File: src/rtl/cpu_pkg.sv
// cpu_pkg: shared instruction-type codes, FSM state and register-file constants
package cpu_pkg;
    localparam int NUM_REGS = 32;
    typedef enum logic [3:0] {
        INST_INVALID = 4'd0,
        INST_R       = 4'd1,
        INST_I       = 4'd2,
        INST_I_MEM   = 4'd3,
        INST_S       = 4'd4,
        INST_B       = 4'd5,
        INST_U       = 4'd6,
        INST_J       = 4'd7,
        INST_R4      = 4'd8
    } inst_type_t;
    typedef enum logic {
        ST_RUN   = 1'b0,
        ST_DRAIN = 1'b1
    } sb_state_t;
endpackage

File: src/rtl/reg_use_decode.sv
// reg_use_decode: maps an instruction type to its register usage and immediate flag
module reg_use_decode
    import cpu_pkg::*;
(
    input  logic [3:0] dec_type,
    output logic       uses_rs1,
    output logic       uses_rs2,
    output logic       uses_rs3,
    output logic       writes_rd,
    output logic       is_immediate
);
    // unknown codes fall out of every set and behave like INVALID
    always_comb begin
        uses_rs1     = dec_type inside {INST_R, INST_S, INST_B, INST_I, INST_I_MEM, INST_R4};
        uses_rs2     = dec_type inside {INST_R, INST_S, INST_B, INST_R4};
        uses_rs3     = dec_type == INST_R4;
        writes_rd    = dec_type inside {INST_R, INST_I, INST_I_MEM, INST_U, INST_J, INST_R4};
        is_immediate = dec_type inside {INST_I, INST_I_MEM, INST_S, INST_B, INST_U, INST_J};
    end
endmodule

File: src/rtl/issue_scoreboard.sv
// issue_scoreboard: tracks in-flight register writes, stalls decode on hazards, drains on flush
module issue_scoreboard
    import cpu_pkg::*;
#(
    parameter int WORD_SIZE       = 32,
    parameter int MAX_OUTSTANDING = 4
) (
    input  logic                clock,
    input  logic                reset_n,
    input  logic                dec_valid,
    output logic                dec_ready,
    input  logic [3:0]          dec_type,
    input  logic [4:0]          dec_rs1,
    input  logic [4:0]          dec_rs2,
    input  logic [4:0]          dec_rs3,
    input  logic [4:0]          dec_rd,
    input  logic                wb_valid,
    input  logic [4:0]          wb_rd,
    input  logic                flush,
    output logic                issue_valid,
    output logic                issue_is_write,
    output logic                issue_is_immediate,
    output logic                stall,
    output logic [NUM_REGS-1:0] busy_mask,
    output logic [3:0]          outstanding,
    output logic [15:0]         stall_cycles
);
    localparam logic [3:0] MAX_CNT = 4'(MAX_OUTSTANDING);

    if (MAX_OUTSTANDING < 1 || MAX_OUTSTANDING > 15 || WORD_SIZE < 1) begin : g_bad_param
        $error("issue_scoreboard: MAX_OUTSTANDING must be 1..15 and WORD_SIZE positive");
    end

    sb_state_t           state;
    logic                uses_rs1, uses_rs2, uses_rs3, writes_rd, is_immediate;
    logic [NUM_REGS-1:0] wb_hot, set_hot, eff_busy;
    logic                wb_hit, rd_tracked, hazard, accept;
    logic [3:0]          cnt_next;

    reg_use_decode u_dec (
        .dec_type    (dec_type),
        .uses_rs1    (uses_rs1),
        .uses_rs2    (uses_rs2),
        .uses_rs3    (uses_rs3),
        .writes_rd   (writes_rd),
        .is_immediate(is_immediate)
    );

    // hazard detection sees this cycle's writeback as already released
    always_comb begin
        wb_hot     = wb_valid ? NUM_REGS'(1) << wb_rd : '0;
        eff_busy   = busy_mask & ~wb_hot;
        wb_hit     = wb_valid & busy_mask[wb_rd];
        rd_tracked = writes_rd & (dec_rd != '0);
        hazard     = (uses_rs1 & eff_busy[dec_rs1]) | (uses_rs2 & eff_busy[dec_rs2])
                   | (uses_rs3 & eff_busy[dec_rs3]) | (rd_tracked & eff_busy[dec_rd])
                   | (rd_tracked & (outstanding == MAX_CNT) & ~wb_hit);
        dec_ready  = (state == ST_RUN) & ~hazard & ~flush;
        accept     = dec_valid & dec_ready;
        stall      = dec_valid & ~dec_ready;
        set_hot    = (accept & rd_tracked) ? NUM_REGS'(1) << dec_rd : '0;
        cnt_next   = outstanding + 4'(accept & rd_tracked) - 4'(wb_hit);
    end

    // run/drain sequencing and registered issue controls for execute
    always_ff @(posedge clock or negedge reset_n) begin
        if (!reset_n) begin
            state              <= ST_RUN;
            issue_valid        <= 1'b0;
            issue_is_write     <= 1'b0;
            issue_is_immediate <= 1'b0;
        end else begin
            state              <= (state == ST_RUN) ? (flush ? ST_DRAIN : ST_RUN)
                                                    : ((cnt_next == '0) ? ST_RUN : ST_DRAIN);
            issue_valid        <= accept & (dec_type != INST_INVALID);
            issue_is_write     <= accept & writes_rd;
            issue_is_immediate <= accept & is_immediate;
        end
    end

    // busy bits, outstanding count and saturating stall counter; a same-cycle set beats the clear
    always_ff @(posedge clock or negedge reset_n) begin
        if (!reset_n) begin
            busy_mask    <= '0;
            outstanding  <= '0;
            stall_cycles <= '0;
        end else begin
            busy_mask    <= eff_busy | set_hot;
            outstanding  <= cnt_next;
            stall_cycles <= stall_cycles + 16'(stall && stall_cycles != 16'hFFFF);
        end
    end
endmodule

File: config.mk
export PLATFORM = sky130hd
export DESIGN_NAME = issue_scoreboard
export DESIGN_NICKNAME = d
export VERILOG_FILES = /design/src/rtl/cpu_pkg.sv /design/src/rtl/reg_use_decode.sv /design/src/rtl/issue_scoreboard.sv
export SDC_FILE = /design/constraint.sdc
export NUM_CORES = 1
export LEC_CHECK = 0
export BUFFER_PORTS_ARGS = -buffer_cell sky130_fd_sc_hd__buf_2
export CORE_AREA = 3 3 98 100
export CTS_CLUSTER_DIAMETER = 50
export DETAILED_ROUTE_END_ITERATION = 16
export DIE_AREA = 0 0 101 103
export GPL_TIMING_DRIVEN = 0
export PLACE_DENSITY = 0.87
export SLEW_MARGIN = 40
export SYNTH_ARGS = -nofsm -noshare
export SYNTH_HDL_FRONTEND = slang
export SYNTH_SLANG_ARGS = --single-unit
File: constraint.sdc
create_clock -name clock -period 7.7 [get_ports clock]
set_clock_uncertainty 0.05 [all_clocks]
set_input_delay 1.54 -clock clock [delete_from_list [all_inputs] [get_ports clock]]
set_output_delay 1.54 -clock clock [all_outputs]
set_load 0.1 [all_outputs]
After elaboration in Yosys (flattened, before gate mapping)
Cells that the tools add are included.

word-level totals
  bits in registers = 56
  bits of input ports = 34
  output and inout port bits = 57
  word-level logic and storage cells = 79

operators by class
  add/subtract/negate cells = 3
  magnitude comparators = 5
  equal/unequal tests = 10
  shift-type cells = 2
  multiplexer cells = 15
  bitwise logic cells = 29
  reductions and logical operators = 8

operators by type and width
  cell                  count
  $mux 32               2
  $shl 1x5->32 const A  2
  $and 32x32->32        1
  $not 32->32           1
  $or 32x32->32         1
  $lt 5x6->1 const B    5
  $bmux 1 s5            5
  $eq 4x3->1 const B    5
  $reduce_bool 6->1     3
  $and 1x1->1           17
  $add 16x1->16         1
  $ne 16x16->1 const B  1
  $eq 4x2->1 const B    2
  $mux 1                8
  $reduce_bool 4->1     2
  $not 1->1             5
  $reduce_bool 5->1     1
  $add 4x1->4           1
  $eq 4x1->1 const B    1
  $eq 4x4->1 const B    1
  $logic_not 4->1       1
  $or 1x1->1            4
  $sub 4x1->4           1
  $logic_and 1x1->1     1

Depth between registers and ports, before layout
  depth in word-level cells = 21
  gate-level depth with buffers = 18
  gate-level depth less buffers = 16

Cells and area by module
From an unflattened synthesis, not the netlist that was laid out.

unflattened totals
  cells, all modules = 535
  area total of the unflattened synthesis = 4877.2 µm²

by module, submodules not included
  module            instances  cells each  area each (µm²)  sequential area each (µm²)
  issue_scoreboard  1          524         4809.6           1401.3
  reg_use_decode    1          11          67.6             0.0

Worst setup path before layout
Ideal clock, no wire load.

  path kind = input port to output port
  from = in wb_rd[2]
  to = out stall
  data arrival time = 4.926 ns
  required time = 6.110 ns
  path slack = 1.184 ns
  cell stages on the path = 10
  path buffers = 2
  cell sequence = buf_2 -> or2_1 -> buf_4 -> o21ai_1 -> mux4_2 -> or3b_1 -> a41oi_2 -> a31oi_4 -> and2_1 -> a21oi_1

on the way
  cells in the longest elaborated chain, start to end = 16
  elaborated cells on any way between the ends = 30
  those cells by class = shift (1); mux (11); bitwise (18)

ends and longest elaborated chain
  what                          line                    source
  start, declared               issue_scoreboard.sv:18  input logic [4:0] wb_rd,
  $shl 1x5->32                  issue_scoreboard.sv:51  wb_hot = wb_valid ? NUM_REGS'(1) << wb_rd : '0;
  $mux 32                       issue_scoreboard.sv:51
  $not 32->32                   issue_scoreboard.sv:52  eff_busy = busy_mask & ~wb_hot;
  $and 32x32->32                issue_scoreboard.sv:52
  $bmux 1 s5                    issue_scoreboard.sv:55  hazard = (uses_rs1 & eff_busy[dec_rs1]) | (uses_rs2 & eff_busy[dec_rs2])
  $mux 1 (not written as such)  issue_scoreboard.sv:55
  $and 1x1->1                   issue_scoreboard.sv:55
  $or 1x1->1                    issue_scoreboard.sv:55
  $or 1x1->1 (2 in a row)       issue_scoreboard.sv:56  | (uses_rs3 & eff_busy[dec_rs3]) | (rd_tracked & eff_busy[dec_rd])
  $or 1x1->1 *                  issue_scoreboard.sv:57  | (rd_tracked & (outstanding == MAX_CNT) & ~wb_hit);
  $not 1->1 *                   issue_scoreboard.sv:58  dec_ready = (state == ST_RUN) & ~hazard & ~flush;
  $and 1x1->1 * (2 in a row)    issue_scoreboard.sv:58
  $not 1->1 *                   issue_scoreboard.sv:60  stall = dec_valid & ~dec_ready;
  $and 1x1->1 *                 issue_scoreboard.sv:60
  end, declared                 issue_scoreboard.sv:23  output logic stall,

Every way passes the cells marked *; elsewhere a longest branch is shown, timed or not. The select of a mux whose other input is x is not followed.

Worst setup path in the final report
  from = in wb_rd[4]
  to = out dec_ready

on the way
  cells in the longest elaborated chain, start to end = 14
  elaborated cells on any way between the ends = 28
  those cells by class = shift (1); mux (11); bitwise (16)

ends and longest elaborated chain
  what                          line                    source
  $shl 1x5->32                  issue_scoreboard.sv:51
  $mux 32                       issue_scoreboard.sv:51
  $not 32->32                   issue_scoreboard.sv:52
  $and 32x32->32                issue_scoreboard.sv:52
  $bmux 1 s5                    issue_scoreboard.sv:55
  $mux 1 (not written as such)  issue_scoreboard.sv:55
  $and 1x1->1                   issue_scoreboard.sv:55
  $or 1x1->1                    issue_scoreboard.sv:55
  $or 1x1->1 (2 in a row)       issue_scoreboard.sv:56
  $or 1x1->1 *                  issue_scoreboard.sv:57
  $not 1->1 *                   issue_scoreboard.sv:58
  $and 1x1->1 * (2 in a row)    issue_scoreboard.sv:58
  end, declared                 issue_scoreboard.sv:11  output logic dec_ready,

Marked as above.

==> impl_metrics.ini <==
[drt]
wl_mm = 17.60
dr.pass1.iters = 6
drc = 0
postRouteAntennaNets = 0
num_vias = 5120
wire_per_inst_um = 23.85
drt_iter0_drc = 577
detail_route.vias_per_cell = 6.938

[yosys]
ys_seq_area_frac = 0.2920
synth_cell_types = 70
yosysMostFrequentCell = dfrtp_1
synth_commonest_cells = dfrtp_1, nand3_1, nand2_1, nor2_1, mux2i_1
syn_area_per_cell_um2 = 8.905
synth_top_family_by_area = simple AND/OR/NAND/NOR gates
synth.area.top_cells = dfrtp_1, mux4_2, mux2i_1
synth-simple-area-share = 0.2461
synthXorXnorAreaFrac = 0.03832
synth_top_area_frac = 0.2920
syn_nets = 581
yosys-mux-area-fraction = 0.1335
synth_compound_area_frac = 0.2114
synth-main-ff-cell = dfrtp_1
syn_area_um2 = 4800
async_flop_share = 1.000
ys.warnings.count = 0
yosys.area_share.adder = 0.02242
synth-seq-cells = 56
synth-edff-count = 0
yosys.area.top_type = dfrtp_1
syn_inst = 539

[clocking]
insertion_delay_ns = 0.32
cts_tree = built
htreeDepth = 2
clockBufferDepth = 2
holdBufCountCts = 0
cts_resized = 0
clkTransAtPathRegs_ns = 0.10
root_buffer = clkbuf_8
postCtsSetupBuffers = 0
cts_buffers = 5
clock-sinks = 56

[timing]
tns_ns = 0
max_slew.worst_pin.slew_ns = 0.8063
setup_viol = 0
slew_headroom = 0.4588
fin_ws_ns = 0.8871
fin_crit_sh = 0.8848
rsz0062_at_grt = false
slew_viol_final = 0
max_clock_freq_mhz = 146.8
period_minus_slack_ns = 6.813
hold_viol_final = 0

[run_status]
outcome = finished, final reports clean

[floorplan]
die_w_um = 101
initial_utilization = 0.5477
row_count = 34
dieHeight_um = 103
die-area_um2 = 10400
pin_count = 91
coreArea_um2 = 8763

[grt]
grt_pass1_vias = 4845
grt_overflow = 0
grt_pass1_wl_mm = 26.90
grt_max_degree = 57
grt_usage = 0.3388
antenna_found_initial = 0

[final_layout]
num_antenna_cells = 0
drive_gt1_frac = 0.2381
fin_util = 0.6222
num-nets-final = 671
area_growth_pct = 13.61
final_cell_area_um2 = 5453

[worst_setup_path]
worst_ep_arrival_time_ns = 5.22
path_max_fanout = 10
crit_start = wb_rd[4]
start_kind = primary input
worstPathRequired_ns = 6.11
timing.critical_path.to = dec_ready
r2r-start = busy_mask[31]
crit_type = in2out
reg2reg_depth = 15
timing.rr.end = state
crit_path_end_kind = output pin
rrSetupSlack_ns = 3.72

[placement]
io_buffers = 83
gp_congestion = 1.035
dp_hpwl_mm = 13.61
place_area_um2 = 5353
pre_cts_ws_ns = 1.132

[worst_hold_path]
hold_path.class = reg2reg

[power_and_ir_drop]
p_leak_uw = 0.002291
power_density_nw_per_um2 = 203.0
peakVddDrop_mv = 0.4179

[job]
maxCapViolations = 0
==> how the worst min path moves through the flow <==
| stage | slack [ns] | endpoint | startpoint | depth (start not counted) |
|---|---|---|---|---|
| global placement | 0.43 | stall_cycles[9] | stall_cycles[9] | 1 |
| global route | 0.45 | stall_cycles[9] | stall_cycles[9] | 1 |
| detailed placement | 0.43 | stall_cycles[9] | stall_cycles[9] | 1 |
| finish | 0.44 | stall_cycles[9] | stall_cycles[9] | 1 |
| floorplan | 0.44 | state | state | 2 |
| CTS | 0.45 | stall_cycles[9] | stall_cycles[9] | 1 |
==> logic make-up (layout without fill, tap and decap cells) <==
family,count (synthesis),count (layout)
buf+inv,59,150
flops,56,56
simple gates,213,213
mux,46,46
fa+ha+maj,8,8
compound gates,136,136
xor+xnor,21,21
==> critical path, stage by stage <==
cell	delay, ns
buf_2	0.12
buf_2	0.21
nand4_1	0.32
o21ai_1	0.72
nor2_1	0.09
o32ai_1	0.32
o22ai_1	0.11
o211ai_1	0.46
nand4_2	0.39
clkbuf_1	0.33
nor2_1	0.15
buf_2	0.45
==> per-stage QoR <==
stage	hold WS, ns	total power (uW)	instances
after floorplan	0.4381	807.1	539
after global placement	0.4264	916.2	730
after detailed placement	0.4335	927.7	730
after CTS	0.4484	1106	738
after global routing	0.4546	1153	738
final	0.4406	1107	738
==> cell type report <==
type	count	area (um2)
Buffer	37	187.7
Clock buffer	6	82.58
Clock inverter	2	17.52
Fill cell	776	3311
Inverter	22	82.58
Multi-Input combinational cell	424	3128
Sequential cell	56	1401
Tap cell	108	135.1
Timing Repair Buffer	83	417.9
==> per-layer routing <==
layer  vias up  track usage  wire (um)  part of all wire
li1       2237            -          -                 -
met1      2413       0.4274       6558              0.37
met2       398       0.5392       7881              0.45
met3        72       0.1008       2272              0.13
met4         0       0.1544        890             0.051
met5         -            0          0                 0
==> report_power, final <==
group	leakage [uW]	total, uW	internal (uW)	switching (uW)
Combinational	0.00148	556	121	435
Sequential	0.000756	370	331	39.6
Clock	0.0000522	181	75.7	105
Total	0.00229	1110	528	579
==> placed cells by master (no fill, tap or decap), types with 4 or more instances in the layout <==
master and n:
o31ai_2 10, mux4_2 14, nand4b_1 4, mux2i_1 28, and3_1 4, buf_2 88
nand2_1 35, a21oi_1 9, xor2_1 6, nand2b_1 10, clkbuf_1 23, o22ai_1 6
o21ai_1 23, o211ai_1 5, mux2_2 4, dfrtp_1 56, nor4_1 7, ha_1 7
xnor2_1 15, clkbuf_8 6, o21ai_0 19, nor2_1 35, buf_4 6, nor2b_1 8
inv_1 19, nand4_1 14, nand3_1 36, nor3_1 20, o31ai_1 16, or3_1 14
a211oi_1 10
==> registers in the layout, indices dropped and copies added (netlist names) <==
| register | cells |
|---|---|
| outstanding | 4 |
| state | 1 |
| busy_mask | 32 |
| issue_is_write | 1 |
| stall_cycles | 16 |
| issue_is_immediate | 1 |
| issue_valid | 1 |
(Power assumes the default switching activity.)
